===== src/rtl/timeout_pkg.sv =====
// rtl/timeout_pkg.sv - shared state encoding and counter widths for timeout_retry_ctrl
package timeout_pkg;

    localparam int TICK_W  = 4;
    localparam int RETRY_W = 2;

    typedef enum logic [2:0] {
        IDLE    = 3'd0,
        WAIT    = 3'd1,
        BACKOFF = 3'd2,
        DONE    = 3'd3,
        FAIL    = 3'd4
    } state_t;

endpackage


===== src/rtl/timeout_retry_ctrl_if.sv =====
// rtl/timeout_retry_ctrl_if.sv - host/downstream handshake bundle; fail_sticky under TIMEOUT_RETRY_STICKY_FAIL_EN
interface timeout_retry_ctrl_if;
    import timeout_pkg::*;

    logic               start;
    logic               ack;
    logic               abort;
    logic               req;
    logic               busy;
    logic               done;
    logic               fail;
    logic [TICK_W-1:0]  tick_cnt;
    logic [RETRY_W-1:0] retry_cnt;
`ifdef TIMEOUT_RETRY_STICKY_FAIL_EN
    logic               fail_sticky;
`endif

    modport master (
        output start, ack, abort,
`ifdef TIMEOUT_RETRY_STICKY_FAIL_EN
        input  fail_sticky,
`endif
        input  req, busy, done, fail, tick_cnt, retry_cnt
    );

    modport slave (
        input  start, ack, abort,
`ifdef TIMEOUT_RETRY_STICKY_FAIL_EN
        output fail_sticky,
`endif
        output req, busy, done, fail, tick_cnt, retry_cnt
    );

endinterface


===== src/rtl/tick_prescaler.sv =====
// rtl/tick_prescaler.sv - free-running 0..PRESCALE-1 counter producing a tick on its last count
module tick_prescaler #(
    parameter int PRESCALE = 4
) (
    input  logic clk,
    input  logic rst,
    input  logic clr,
    input  logic en,
    output logic tick
);

    localparam int CW = (PRESCALE > 1) ? $clog2(PRESCALE) : 1;
    localparam logic [CW-1:0] LAST = CW'(PRESCALE - 1);

    logic [CW-1:0] cnt;

    always_ff @(posedge clk) begin
        if (!rst) begin
            cnt <= '0;
        end else if (clr) begin
            cnt <= '0;
        end else if (en) begin
            cnt <= (cnt == LAST) ? '0 : cnt + CW'(1);
        end
    end

    assign tick = (cnt == LAST);

endmodule


===== src/rtl/timeout_retry_ctrl.sv =====
// rtl/timeout_retry_ctrl.sv - req/ack sequencer with tick timeout, backoff and bounded retries; optional TIMEOUT_RETRY_STICKY_FAIL_EN
module timeout_retry_ctrl
    import timeout_pkg::*;
#(
    parameter int PRESCALE       = 4,
    parameter int TIMEOUT_TICKS  = 5,
    parameter int MAX_RETRIES    = 3,
    parameter int BACKOFF_CYCLES = 2
) (
    input  logic                 clk,
    input  logic                 rst,
    timeout_retry_ctrl_if.slave  bus
);

    localparam int BO_W = $clog2(BACKOFF_CYCLES + 1);
    localparam logic [TICK_W-1:0]  TICK_LAST  = TICK_W'(TIMEOUT_TICKS - 1);
    localparam logic [RETRY_W-1:0] RETRY_MAX  = RETRY_W'(MAX_RETRIES);
    localparam logic [BO_W-1:0]    BO_LAST    = BO_W'(BACKOFF_CYCLES - 1);

    state_t             state;
    state_t             nxt;
    logic [TICK_W-1:0]  tick_cnt;
    logic [RETRY_W-1:0] retry_cnt;
    logic [BO_W-1:0]    bo_cnt;
    logic               tick;
    logic               timeout;
    logic               req_q;
    logic               busy_q;
    logic               done_q;
    logic               fail_q;

    // Prescaler only runs in WAIT, so every attempt starts from a fresh count.
    tick_prescaler #(.PRESCALE(PRESCALE)) u_prescaler (
        .clk  (clk),
        .rst  (rst),
        .clr  (state != WAIT),
        .en   (state == WAIT),
        .tick (tick)
    );

    assign timeout = tick && (tick_cnt == TICK_LAST);

    always_comb begin
        nxt = state;
        case (state)
            IDLE:    if (bus.start && !bus.abort) nxt = WAIT;
            WAIT: begin
                if (bus.abort)        nxt = IDLE;
                else if (bus.ack)     nxt = DONE;
                else if (timeout)     nxt = (retry_cnt < RETRY_MAX) ? BACKOFF : FAIL;
            end
            BACKOFF: begin
                if (bus.abort)             nxt = IDLE;
                else if (bo_cnt == BO_LAST) nxt = WAIT;
            end
            DONE:    nxt = IDLE;
            FAIL:    nxt = IDLE;
            default: nxt = IDLE;
        endcase
    end

    always_ff @(posedge clk) begin
        if (!rst) begin
            state     <= IDLE;
            tick_cnt  <= '0;
            retry_cnt <= '0;
            bo_cnt    <= '0;
            req_q     <= 1'b0;
            busy_q    <= 1'b0;
            done_q    <= 1'b0;
            fail_q    <= 1'b0;
        end else begin
            state  <= nxt;
            req_q  <= (nxt == WAIT);
            busy_q <= (nxt != IDLE);
            done_q <= (nxt == DONE);
            fail_q <= (nxt == FAIL);
            case (state)
                IDLE: begin
                    tick_cnt <= '0;
                    bo_cnt   <= '0;
                    if (nxt == WAIT) retry_cnt <= '0;
                end
                WAIT: begin
                    if (bus.abort) begin
                        tick_cnt  <= '0;
                        retry_cnt <= '0;
                    end else if (bus.ack) begin
                        tick_cnt <= tick_cnt;
                    end else if (timeout) begin
                        // tick_cnt is held at its last value through BACKOFF/FAIL.
                        bo_cnt <= '0;
                        if (nxt == BACKOFF) retry_cnt <= retry_cnt + RETRY_W'(1);
                    end else if (tick) begin
                        tick_cnt <= tick_cnt + TICK_W'(1);
                    end
                end
                BACKOFF: begin
                    if (bus.abort) begin
                        tick_cnt  <= '0;
                        retry_cnt <= '0;
                        bo_cnt    <= '0;
                    end else if (nxt == WAIT) begin
                        tick_cnt <= '0;
                        bo_cnt   <= '0;
                    end else begin
                        bo_cnt <= bo_cnt + BO_W'(1);
                    end
                end
                default: ;
            endcase
        end
    end

`ifdef TIMEOUT_RETRY_STICKY_FAIL_EN
    logic sticky_q;

    always_ff @(posedge clk) begin
        if (!rst) begin
            sticky_q <= 1'b0;
        end else if (state == FAIL) begin
            sticky_q <= 1'b1;
        end else if (state == IDLE && bus.start && !bus.abort) begin
            sticky_q <= 1'b0;
        end
    end

    assign bus.fail_sticky = sticky_q;
`endif

    assign bus.req       = req_q;
    assign bus.busy      = busy_q;
    assign bus.done      = done_q;
    assign bus.fail      = fail_q;
    assign bus.tick_cnt  = tick_cnt;
    assign bus.retry_cnt = retry_cnt;

endmodule


===== src/flat_wrapper.sv =====
// flat-port wrapper written by rule: the top's interface ports become plain ports
module timeout_retry_ctrl_flat import timeout_pkg::*;
#(
    parameter int PRESCALE       = 4,
    parameter int TIMEOUT_TICKS  = 5,
    parameter int MAX_RETRIES    = 3,
    parameter int BACKOFF_CYCLES = 2
)
  (clk, rst, bus_start, bus_ack, bus_abort, bus_req, bus_busy, bus_done, bus_fail, bus_tick_cnt, bus_retry_cnt);
  timeout_retry_ctrl_if bus_i ();
  input  logic clk;
  input  logic rst;
  input wire logic [$bits(bus_i.start)-1:0] bus_start;
  input wire logic [$bits(bus_i.ack)-1:0] bus_ack;
  input wire logic [$bits(bus_i.abort)-1:0] bus_abort;
  output wire logic [$bits(bus_i.req)-1:0] bus_req;
  output wire logic [$bits(bus_i.busy)-1:0] bus_busy;
  output wire logic [$bits(bus_i.done)-1:0] bus_done;
  output wire logic [$bits(bus_i.fail)-1:0] bus_fail;
  output wire logic [$bits(bus_i.tick_cnt)-1:0] bus_tick_cnt;
  output wire logic [$bits(bus_i.retry_cnt)-1:0] bus_retry_cnt;
  assign bus_i.start = bus_start;
  assign bus_i.ack = bus_ack;
  assign bus_i.abort = bus_abort;
  assign bus_req = bus_i.req;
  assign bus_busy = bus_i.busy;
  assign bus_done = bus_i.done;
  assign bus_fail = bus_i.fail;
  assign bus_tick_cnt = bus_i.tick_cnt;
  assign bus_retry_cnt = bus_i.retry_cnt;
  timeout_retry_ctrl #(.PRESCALE(PRESCALE), .TIMEOUT_TICKS(TIMEOUT_TICKS), .MAX_RETRIES(MAX_RETRIES), .BACKOFF_CYCLES(BACKOFF_CYCLES)) u_core (.clk(clk), .rst(rst), .bus(bus_i));
endmodule

===== config.mk =====
export PLATFORM = sky130hd
export DESIGN_NAME = timeout_retry_ctrl_flat
export DESIGN_NICKNAME = d
export VERILOG_FILES = /design/src/rtl/timeout_pkg.sv /design/src/rtl/timeout_retry_ctrl_if.sv /design/src/rtl/tick_prescaler.sv /design/src/rtl/timeout_retry_ctrl.sv /design/src/flat_wrapper.sv
export SDC_FILE = /design/constraint.sdc
export NUM_CORES = 1
export LEC_CHECK = 0
export ABC_CLOCK_PERIOD_IN_PS = 1900
export CAP_MARGIN = 5
export CORE_MARGIN = 4
export CORE_UTILIZATION = 42
export DETAILED_ROUTE_END_ITERATION = 10
export PLACE_DENSITY = 0.67
export SLEW_MARGIN = 20
export SYNTH_ARGS = -nofsm -noshare
export SYNTH_HDL_FRONTEND = slang
export SYNTH_HIERARCHICAL = 1
export SYNTH_SLANG_ARGS = --single-unit

===== constraint.sdc =====
create_clock -name clk -period 1.9 [get_ports clk]
set_input_delay 0.38 -clock clk [delete_from_list [all_inputs] [get_ports clk]]
set_output_delay 0.38 -clock clk [all_outputs]
set_load 0.02 [all_outputs]

==> results.md <==
* Status: completed
* RSZ-0062 raised after global routing: false
* DP Wirelength at 1.728 mm
* Startpoint type of the worst setup path: flop
* Number of fill cells at 202
* Async SR Flop Fraction at 0%
* Crit path arrival time at 2010 ps
* Area fraction of the dominant cell type after synthesis at 34.43%
* CP endpoint kind: flop
* Largest net degree at the start of global routing at 11
* Vias per cell at 5.494
* Worst Skew at 5.381 ps
* H-tree Lvls at 1
* Max-slew violations at 0
* Layout cell share with drive strength beyond 1 at 25.74%
* Max Freq at 0.5518 GHz
* Final #Nets at 147
* EDFF count, synth at 0
* Min Tclk post-route at 1812 ps
* Largest cells by area after synthesis: dfxtp_1 34%, ha_1 6.3%, nor4b_4 4.8%, mux2i_1 4.1%, inv_1 3.4%
* Seq pwr share at 55.1%
* Syn. warnings at 6
* Cell Area, Placed at 1262 um2
* Most frequent cells in the layout: 16 x buf_4, 15 x dfxtp_1, 14 x clkdlybuf4s50_1, 9 x inv_1, 9 x nor2_1
* Switching Fraction at 25.63%
* Root Driver: clkbuf_4
* First-pass detailed-route iteration total at 4
* GPL Wtd Cong at 0.9079
* Drt wl/cell at 13.96 um
* Commonest non-fill, non-tap cell in the layout: buf_4
* Routed vias at 901
* CP Class: flop to flop
* CTS tree: yes
* Final ANT Viol Nets at 0
* Die height at 56.51 um
* Die area at 3193 um2
* Pwr Density at 500.4 nW/um2
* Post-synth cell types at 43
* Hold Violations, Final at 0
* Remaining Overflow, GRT at 0
* Cell area after layout at 1325 um2
* Vias in the first global route at 865
* Residual DRC count at 0
* First-pass GRT wire length at 3.788 mm
* Clk_lat worst skew at 290 ps
* Final period utilization at 95.39%
* Post-CTS setup buffers at 0
* CTS max path bufs at 2
* Actual slew at the worst max-slew pin at 409.6 ps
* Clock power share at 29.0%
* Row count at 17
* Register bit count reported by yosys at 17
* Register area share after synthesis at 34.43%
* Core area at 2233 um2
* Max Cap Viol at 0
* P_int at 0.0004930 W
* Initial antenna violation count at 0
* # diodes at 0
* Initial Utilization at 44.26%
* # setup viols final at 0
* Hold-fix buffers at CTS at 0
* Required time of the critical path at 2100 ps
* Die Span X at 56.51 um
* Fin Setup TNS at 0 ps
* Clock sink count at 17
* Hold Path Class: flop to flop
* Psw at 0.0001700 W
* Clock Pin Slew Worst Setup and Hold Paths at 100 ps
* Mapped Nets at 116
* Port Buf Inserts at 14
* Num ports at 15
* Syn Inst Count at 106
* Area leader, netlist: dfxtp_1
* DRT iter0 DRCs at 31
* Area Growth Syn to Fin at 34.05%
* Pleak at 0.5210 nW
* Hold WS at 506.7 ps
* Comb power frac at 15.9%
* Synthesized area per cell at 9.325 um2
* Routed WL at 2.289 mm
* Overall power at 0.0006630 W
* Most used flip-flop cell after synthesis: dfxtp_1
* Tot GR Track Use at 14.74%
* Num CTS Buffers at 3
* Mapped Area at 988.4 um2
* Worst VDD drop at 467.4 uV
* CP max FO at 5
* Worst rel slew slack at 72.69%
[cells in the mapped netlist, drive strengths merged, types with 2 or more instances]
library cell  number
mux2i              4
a211o              2
clkbuf             2
o31ai              2
o211ai             2
nand2              6
o32ai              3
inv                9
nand3              5
nand4b             3
buf                2
or3b               3
and3               2
nor3               2
nor2               9
nor4b              2
dfxtp             17
ha                 5
nor2b              2
a21oi              3
nand2b             3
[layer usage]
metal,global-route usage [%],part of all wire [%],vias to the layer above
li1,-,-,452
met1,19.50,47,421
met2,23.43,47,24
met3,3.218,4.1,4
met4,5.085,1.4,0
met5,0,0,-
[cells by family (layout without fill, tap and decap cells)]
family,after synthesis,count (layout),synth area share [%]
AND/OR/NAND/NOR,43,43,29.75
flip-flops,17,17,34.43
buffers and inverters,14,44,6.202
AO/OA/AOI/OAI,22,22,18.10
adder cells (fa/ha/maj),5,5,6.329
multiplexers,5,5,5.190
[power by group through the flow]
stage	logic [W]	clock network, W	registers, W
finish	0.000105	0.000192	0.000365
global route	0.000113	0.000218	0.000366
CTS	0.0000996	0.000199	0.000366
detailed placement	0.0000989	0	0.000375
global placement	0.0000972	0	0.000375
floorplan	0.0000469	0	0.000376
[worst max-delay path, stage by stage (launching register included)]
cell,delay (ps)
dfxtp_4,390
inv_1,70
ha_1,200
and3b_1,190
buf_4,150
a311o_1,300
nor4bb_2,180
buf_4,150
o32ai_1,90
[stage by stage]
step,utilization [%],std cells,worst slack [ps]
2_1_floorplan,-,106,52.44
3_3_place_gp,56.53,160,-126.5
3_5_place_dp,56.53,160,-185.7
4_1_cts,57.76,164,22.81
5_1_grt,59.33,164,10.33
6_report,59.33,164,87.63
[layout make-up]
| class | count | area, um2 | area share, % |
|---|---|---|---|
| flip-flops and latches | 17 | 345.3 | 26.06 |
| inverters | 10 | 37.54 | 2.833 |
| repair buffers | 30 | 260.3 | 19.64 |
| multi-input cells | 75 | 619.3 | 46.74 |
| clock inverters | 1 | 5.005 | 0.3777 |
| well taps | 28 | 35.03 | 2.644 |
| clock buffers | 3 | 22.52 | 1.700 |
[path summary, 6_finish.rpt]
kind / start / endpoint / slack, ps / cells after the start
worst max-delay path: u_core/bus.tick_cnt[0] / u_core/bus.retry_cnt[0] / 90 / 8
worst min-delay path: u_core/bus.retry_cnt[1] / u_core/bus.retry_cnt[1] / 510 / 2
worst max register to register: u_core/bus.tick_cnt[0] / u_core/bus.retry_cnt[0] / 90 / 8
worst min register to register: u_core/bus.retry_cnt[1] / u_core/bus.retry_cnt[1] / 510 / 2
[what timing repair did]
item,in CTS,in global routing
endpoints found under the setup margin,0,6
endpoints found under the hold margin,0,0
resized for setup,0,6
[registers in the layout (all words and copies together), names as in the netlist]
name / cells
u_core/bus.done: 1
u_core/bo_cnt: 2
u_core/u_prescaler/cnt: 2
u_core/bus.fail: 1
u_core/bus.retry_cnt: 2
u_core/bus.req: 1
u_core/state: 3
u_core/bus.busy: 1
u_core/bus.tick_cnt: 4
No activity file was read; power rests on OpenSTA's default activity.
